File: src/rtl/instr_encoder_loader_pkg.sv
// Shared RV32I encoding definitions: opcodes, instruction formats and
// loader FSM states. Also imported by the main control-unit decoder.
package instr_encoder_loader_pkg;

    localparam logic [6:0] OP_R      = 7'b0110011;
    localparam logic [6:0] OP_I_ALU  = 7'b0010011;
    localparam logic [6:0] OP_LOAD   = 7'b0000011;
    localparam logic [6:0] OP_JALR   = 7'b1100111;
    localparam logic [6:0] OP_STORE  = 7'b0100011;
    localparam logic [6:0] OP_BRANCH = 7'b1100011;
    localparam logic [6:0] OP_LUI    = 7'b0110111;
    localparam logic [6:0] OP_JAL    = 7'b1101111;

    typedef enum logic [2:0] {
        FMT_R = 3'd0,
        FMT_I = 3'd1,
        FMT_S = 3'd2,
        FMT_B = 3'd3,
        FMT_U = 3'd4,
        FMT_J = 3'd5
    } fmt_e;

    typedef enum logic [2:0] {
        ST_IDLE  = 3'd0,
        ST_LOAD  = 3'd1,
        ST_DRAIN = 3'd2,
        ST_DONE  = 3'd3,
        ST_ERR   = 3'd4
    } ld_state_e;

    // True when bits [31:lsb] of v are all equal, i.e. v fits a signed
    // field whose sign bit sits at position lsb.
    function automatic logic sext_ok(input logic [31:0] v, input int lsb);
        logic all1;
        logic all0;
        all1 = 1'b1;
        all0 = 1'b1;
        for (int i = 0; i < 32; i++) begin
            if (i >= lsb) begin
                all1 = all1 & v[i];
                all0 = all0 & ~v[i];
            end
        end
        return all1 | all0;
    endfunction

endpackage

File: src/rtl/instr_encoder_loader_packer.sv
// Combinational RV32I field packer: fields -> {machine word, format, illegal}.
// Illegal covers unsupported opcodes and immediates that do not fit the format.
module instr_field_packer
    import instr_encoder_loader_pkg::*;
(
    input  logic [6:0]  op_i,
    input  logic [4:0]  rd_i,
    input  logic [4:0]  rs1_i,
    input  logic [4:0]  rs2_i,
    input  logic [2:0]  f3_i,
    input  logic        f7b5_i,
    input  logic [31:0] imm_i,
    output logic [31:0] word_o,
    output fmt_e        fmt_o,
    output logic        illegal_o
);

    logic is_shift;

    // Shifts are the only I-type encodings that carry funct7 bit 5.
    assign is_shift = (op_i == OP_I_ALU) && ((f3_i == 3'b001) || (f3_i == 3'b101));

    // Format select, bit scatter and immediate range check.
    always_comb begin
        word_o    = 32'h0;
        fmt_o     = FMT_R;
        illegal_o = 1'b0;
        case (op_i)
            OP_R: begin
                fmt_o  = FMT_R;
                word_o = {1'b0, f7b5_i, 5'b0, rs2_i, rs1_i, f3_i, rd_i, op_i};
            end
            OP_I_ALU, OP_LOAD, OP_JALR: begin
                fmt_o     = FMT_I;
                illegal_o = !sext_ok(imm_i, 11);
                if (is_shift)
                    word_o = {1'b0, f7b5_i, 5'b0, imm_i[4:0], rs1_i, f3_i, rd_i, op_i};
                else
                    word_o = {imm_i[11:0], rs1_i, f3_i, rd_i, op_i};
            end
            OP_STORE: begin
                fmt_o     = FMT_S;
                illegal_o = !sext_ok(imm_i, 11);
                word_o    = {imm_i[11:5], rs2_i, rs1_i, f3_i, imm_i[4:0], op_i};
            end
            OP_BRANCH: begin
                fmt_o     = FMT_B;
                illegal_o = !sext_ok(imm_i, 12) || imm_i[0];
                word_o    = {imm_i[12], imm_i[10:5], rs2_i, rs1_i, f3_i,
                             imm_i[4:1], imm_i[11], op_i};
            end
            OP_LUI: begin
                fmt_o     = FMT_U;
                illegal_o = (imm_i[11:0] != 12'h0);
                word_o    = {imm_i[31:12], rd_i, op_i};
            end
            OP_JAL: begin
                fmt_o     = FMT_J;
                illegal_o = !sext_ok(imm_i, 20) || imm_i[0];
                word_o    = {imm_i[20], imm_i[10:1], imm_i[11], imm_i[19:12], rd_i, op_i};
            end
            default: begin
                illegal_o = 1'b1;
            end
        endcase
    end

endmodule

File: src/rtl/instr_encoder_loader.sv
// Program loader: takes decoded fields over valid/ready, packs them into
// RV32I words and writes them sequentially to instruction memory, holding
// the core in reset until a complete error-free load has finished.
module instr_encoder_loader
    import instr_encoder_loader_pkg::*;
#(
    parameter int               MEM_WORDS = 64,
    parameter int               ADDR_W    = 32,
    parameter logic [ADDR_W-1:0] BASE_ADDR = '0,
    localparam int              CW        = $clog2(MEM_WORDS + 1)
) (
    input  logic              clk,
    input  logic              rst_n,
    input  logic              start,
    input  logic              fld_valid,
    output logic              fld_ready,
    input  logic [6:0]        fld_op,
    input  logic [4:0]        fld_rd,
    input  logic [4:0]        fld_rs1,
    input  logic [4:0]        fld_rs2,
    input  logic [2:0]        fld_f3,
    input  logic              fld_f7b5,
    input  logic [31:0]       fld_imm,
    input  logic              fld_last,
    output logic              imem_we,
    output logic [ADDR_W-1:0] imem_addr,
    output logic [31:0]       imem_wdata,
    output logic [CW-1:0]     word_count,
    output logic              busy,
    output logic              done,
    output logic              err_illegal,
    output logic              err_overflow,
    output logic              cpu_rst_n
);

    ld_state_e         state_q, state_d;
    logic              we_q, we_d;
    logic [31:0]       wdata_q, wdata_d;
    logic [ADDR_W-1:0] addr_q, addr_d;
    logic [CW-1:0]     cnt_q, cnt_d;
    logic              eill_q, eill_d;
    logic              eovf_q, eovf_d;

    logic [31:0] pk_word;
    fmt_e        pk_fmt;
    logic        pk_illegal;
    logic        accept;
    logic        full_next;
    logic        unused_fmt;

    instr_field_packer u_packer (
        .op_i      (fld_op),
        .rd_i      (fld_rd),
        .rs1_i     (fld_rs1),
        .rs2_i     (fld_rs2),
        .f3_i      (fld_f3),
        .f7b5_i    (fld_f7b5),
        .imm_i     (fld_imm),
        .word_o    (pk_word),
        .fmt_o     (pk_fmt),
        .illegal_o (pk_illegal)
    );

    // Format is only consumed by the main decoder; the loader needs the word.
    assign unused_fmt = ^pk_fmt;

    // The write in flight will fill the last slot: take no further bundle.
    assign full_next = we_q && (cnt_q == CW'(MEM_WORDS - 1));
    assign fld_ready = (state_q == ST_LOAD) && !full_next;
    assign accept    = fld_valid && fld_ready;

    // Next-state: FSM, write register, address/count advance, sticky errors.
    always_comb begin
        state_d = state_q;
        we_d    = 1'b0;
        wdata_d = wdata_q;
        addr_d  = addr_q;
        cnt_d   = cnt_q;
        eill_d  = eill_q;
        eovf_d  = eovf_q;

        // A write completes on every edge where it is presented.
        if (we_q) begin
            addr_d = addr_q + ADDR_W'(4);
            if (cnt_q != CW'(MEM_WORDS))
                cnt_d = cnt_q + CW'(1);
        end

        case (state_q)
            ST_IDLE, ST_DONE, ST_ERR: begin
                if (start) begin
                    state_d = ST_LOAD;
                    addr_d  = BASE_ADDR;
                    cnt_d   = '0;
                    eill_d  = 1'b0;
                    eovf_d  = 1'b0;
                end
            end
            ST_LOAD: begin
                // Only a LOAD-state write can run out of space without fld_last.
                if (we_q && (cnt_q == CW'(MEM_WORDS - 1))) begin
                    eovf_d  = 1'b1;
                    state_d = ST_ERR;
                end
                if (accept) begin
                    if (pk_illegal) begin
                        eill_d  = 1'b1;
                        state_d = ST_ERR;
                    end else begin
                        we_d    = 1'b1;
                        wdata_d = pk_word;
                        if (fld_last)
                            state_d = ST_DRAIN;
                    end
                end
            end
            ST_DRAIN: begin
                if (we_q)
                    state_d = ST_DONE;
            end
            default: state_d = ST_IDLE;
        endcase
    end

    // State registers; async reset abandons any load and kills a pending write.
    always_ff @(posedge clk or negedge rst_n) begin
        if (!rst_n) begin
            state_q <= ST_IDLE;
            we_q    <= 1'b0;
            wdata_q <= 32'h0;
            addr_q  <= BASE_ADDR;
            cnt_q   <= '0;
            eill_q  <= 1'b0;
            eovf_q  <= 1'b0;
        end else begin
            state_q <= state_d;
            we_q    <= we_d;
            wdata_q <= wdata_d;
            addr_q  <= addr_d;
            cnt_q   <= cnt_d;
            eill_q  <= eill_d;
            eovf_q  <= eovf_d;
        end
    end

    assign imem_we      = we_q;
    assign imem_addr    = addr_q;
    assign imem_wdata   = wdata_q;
    assign word_count   = cnt_q;
    assign busy         = (state_q == ST_LOAD) || (state_q == ST_DRAIN);
    assign done         = (state_q == ST_DONE);
    assign cpu_rst_n    = (state_q == ST_DONE);
    assign err_illegal  = eill_q;
    assign err_overflow = eovf_q;

endmodule

File: config.mk
export PLATFORM = sky130hd
export DESIGN_NAME = instr_encoder_loader
export DESIGN_NICKNAME = d
export VERILOG_FILES = /design/src/rtl/instr_encoder_loader_pkg.sv /design/src/rtl/instr_encoder_loader_packer.sv /design/src/rtl/instr_encoder_loader.sv
export SDC_FILE = /design/constraint.sdc
export NUM_CORES = 1
export LEC_CHECK = 0
export BUFFER_PORTS_ARGS = -buffer_cell sky130_fd_sc_hd__buf_2
export CAP_MARGIN = 20
export CORE_MARGIN = 2
export CORE_UTILIZATION = 46
export DETAILED_ROUTE_END_ITERATION = 10
export HOLD_SLACK_MARGIN = 0.02
export PLACE_DENSITY_LB_ADDON = 0.2
export RECOVER_POWER = 25
export SLEW_MARGIN = 10
export SYNTH_ARGS = -nofsm -noshare
export SYNTH_HDL_FRONTEND = slang
export SYNTH_SLANG_ARGS = --single-unit
File: constraint.sdc
create_clock -name clk -period 2.08 [get_ports clk]
set_input_delay 0.416 -clock clk [delete_from_list [all_inputs] [get_ports clk]]
set_output_delay 0.416 -clock clk [all_outputs]
set_load 0.01 [all_outputs]
==> impl_metrics.tcl <==
set metrics [dict create \
    status "finished clean" \
    synthCells 420 \
    worstPathCellList "ha_2, nand4_1, nor3_2, nor3_2, nand2_2, nor2_4, clkbuf_16, clkbuf_4, mux2_4" \
    hold_path_depth 2 \
    topRoutingLayerUsed "met4" \
    yosys_register_bits 75 \
    cts.sinks 75 \
    crit_path_frequent_cell "nor3_2" \
    critPathMaxStageDelay_ns 0.40 \
    cts_tree "yes" \
    cts.path.max_buffers 2 \
    synthTopCellsByArea "dfrtp_1, mux2_2, nor2_1" \
    maxCapViolations 0 \
    fin_ws_ns 0.0416 \
    cts-root-buf "clkbuf_8" \
    hold_end "state_q[1]" \
    r2r_cells 9 \
    antenna_left 0 \
    yosys.area.top_type_share_pct 45.5 \
    core_area_um2 8720 \
    tns_ns 0 \
    routed_via_density 5.50 \
    fmaxAchievable_mhz 491 \
    post-dp-hpwl_um 9060 \
    wl_met3_um 722 \
    synth-edff-count 0 \
    grt_pass1_wl_um 18900 \
    reg2reg_from "word_count[1]" \
    slew_violations 0 \
    ff2ff_setup_slack_ns 0.04 \
    slew_headroom_pct 43.2 \
    wl_met2_um 5620 \
    n_antenna_cell 0 \
    die_y_um 98.7 \
    min_path_type "input port to flop" \
    synthArstFlopShare_pct 100 \
    syn_avg_cell_area_um2 9.82 \
    clock_skew_ns 0.0158 \
    dr.pass1.iters 4 \
    critPathArrivalTime_ns 2.28 \
    drc_errors 0 \
    start_util_pct 47.3 \
    yosys_warnings 0 \
    clk_pin_slew_ns 0.08 \
    num_vias 4009 \
    worstHoldStart "fld_last" \
    gp_congestion 0.890 \
    grt_pass1_vias 3857 \
    p_leak_nw 2.90 \
    path_class "flop to flop" \
    mostFrequentLayoutCell "buf_2" \
    fp-row-count 34 \
    pwr_density_cell_nw_per_um2 603 \
    setup_viol 0 \
    netlist_area_um2 4120 \
    gr-total-overflow 0 \
    peakVddDrop_mv 0.321 \
    fin_crit_sh_pct 98.0 \
    cp_slowest_cell "dfrtp_1" \
    final_cell_mix "buf_2, dfrtp_1, buf_4, nor2_1, nand2_1" \
    power.total_mw 3.39 \
    drt_iter0_drc 225 \
    min_period_ns 2.04 \
    worst_pin_slew_ns 0.851 \
    grt_max_degree 42 \
    cp_num_buf_inv 2 \
    grt_usage_pct 24.1 \
    wl_um 11800 \
    drive_gt1_share_pct 42.0 \
    port_buffers 138 \
    ys_seq_area_share_pct 45.5 \
    final_nets 682 \
    worst-path-max-fanout 6 \
    cp_top_family "simple AND/OR/NAND/NOR gates" \
    die_area_um2 9740 \
    final_util_pct 64.5 \
    antenna_found_initial 0 \
    finalHoldViolations 0 \
    regToRegEndpoint "imem_wdata[8]" \
    synthFlopType "dfrtp_1" \
    met1Wirelength_um 5310 \
    worst_skew_pair.late_latency_ns 0.36 \
    ys_types 55 \
    htree_num_levels 3 \
    post-place-ws_ns -0.230 \
    required_ns 2.32 \
    area_delta_synth_final_pct 36.4 \
    start_kind "flop" \
    endpoint_kind "flop" \
    yosysTopAreaCell "dfrtp_1" \
    cts-buffers-inserted 9 \
    drt-wirelength-per-cell_um 16.2 \
    die_w_um 98.7 \
    ios 141 \
]
worst max path at each step:
stage / startpoint / end / slack, ns / depth (start not counted)
2_1_floorplan: fld_op[5] / imem_wdata[10] / 0.007 / 9
3_3_place_gp: fld_imm[3] / imem_wdata[17] / -0.19 / 8
3_5_place_dp: fld_imm[3] / imem_wdata[19] / -0.23 / 8
4_1_cts: word_count[0] / imem_wdata[20] / 0.07 / 8
5_1_grt: word_count[1] / imem_wdata[7] / -0.03 / 9
6_report: word_count[1] / imem_wdata[8] / 0.04 / 9
final cells by class:
cell class                 instances  area, µm²
inverter                           8       30.0
fill                             751       3100
clock inverter                     7       60.1
timing repair buffer             206       1240
tap                              108        135
multi-input combinational        316       2160
sequential                        75       1880
clock buffer                       9        124
synth_stat cells, drive strengths merged (4+ instances only):
library cell  instances
a22o                 17
a222oi                5
mux2                 25
clkbuf               13
a21oi                14
nand3                14
o31ai                 5
nand2                31
xor2                 23
inv                   8
xnor2                11
nor2                 54
nor3                 12
and3                 11
dfrtp                75
nand2b                6
mux2i                 4
nor4                 11
nand4                12
buf                   9
o21ai                17
timing repair:
item,4_1_cts,5_1_grt
setup buffers,0,8
hold buffers,1,0
endpoints found under the hold margin,16,0
setup endpoints to repair,0,18
gates resized for setup,0,5
flip-flops by register name (all words and copies together), names as in the netlist:
register	flops
imem_wdata	32
imem_addr	30
word_count	7
state_q	3
err_illegal	1
err_overflow	1
imem_we	1
power breakdown:
part           total [mW]  switching (mW)  leakage [nW]  internal [mW]
combinational       0.723           0.407          1.77          0.315
sequential           1.60          0.0709          1.04           1.53
clock                1.07           0.614        0.0844          0.451
metal layers:
layer / track usage, % / up-vias
met3: 5.39 / 12
li1: - / 1909
met4: 5.90 / 0
met5: 0 / -
met2: 39.0 / 141
met1: 33.2 / 1947
cell families (layout without fill, tap and decap cells):
logic type                 Yosys count  in the layout  share of synthesized area [%]
muxes                               29             29                           8.34
AOI/OAI and AO/OA                   77             77                           13.5
and+or+nand+nor                    171            171                           21.0
other                                1              2                         0.0909
adders and majority gates            3              3                          0.910
buffers and inverters               30            230                           3.46
xor gates and xnor gates            34             34                           7.22
DFF                                 75             75                           45.5
through the flow:
stage | hold WS [ns] | instance area [µm²] | std cells
floorplan | 0.120 | 4180 | 421
global placement | 0.400 | 5350 | 703
detailed placement | 0.402 | 5350 | 703
CTS | 0.311 | 5540 | 720
global route | 0.330 | 5630 | 729
finish | 0.320 | 5630 | 729
Power figures use the tool's default switching activity.
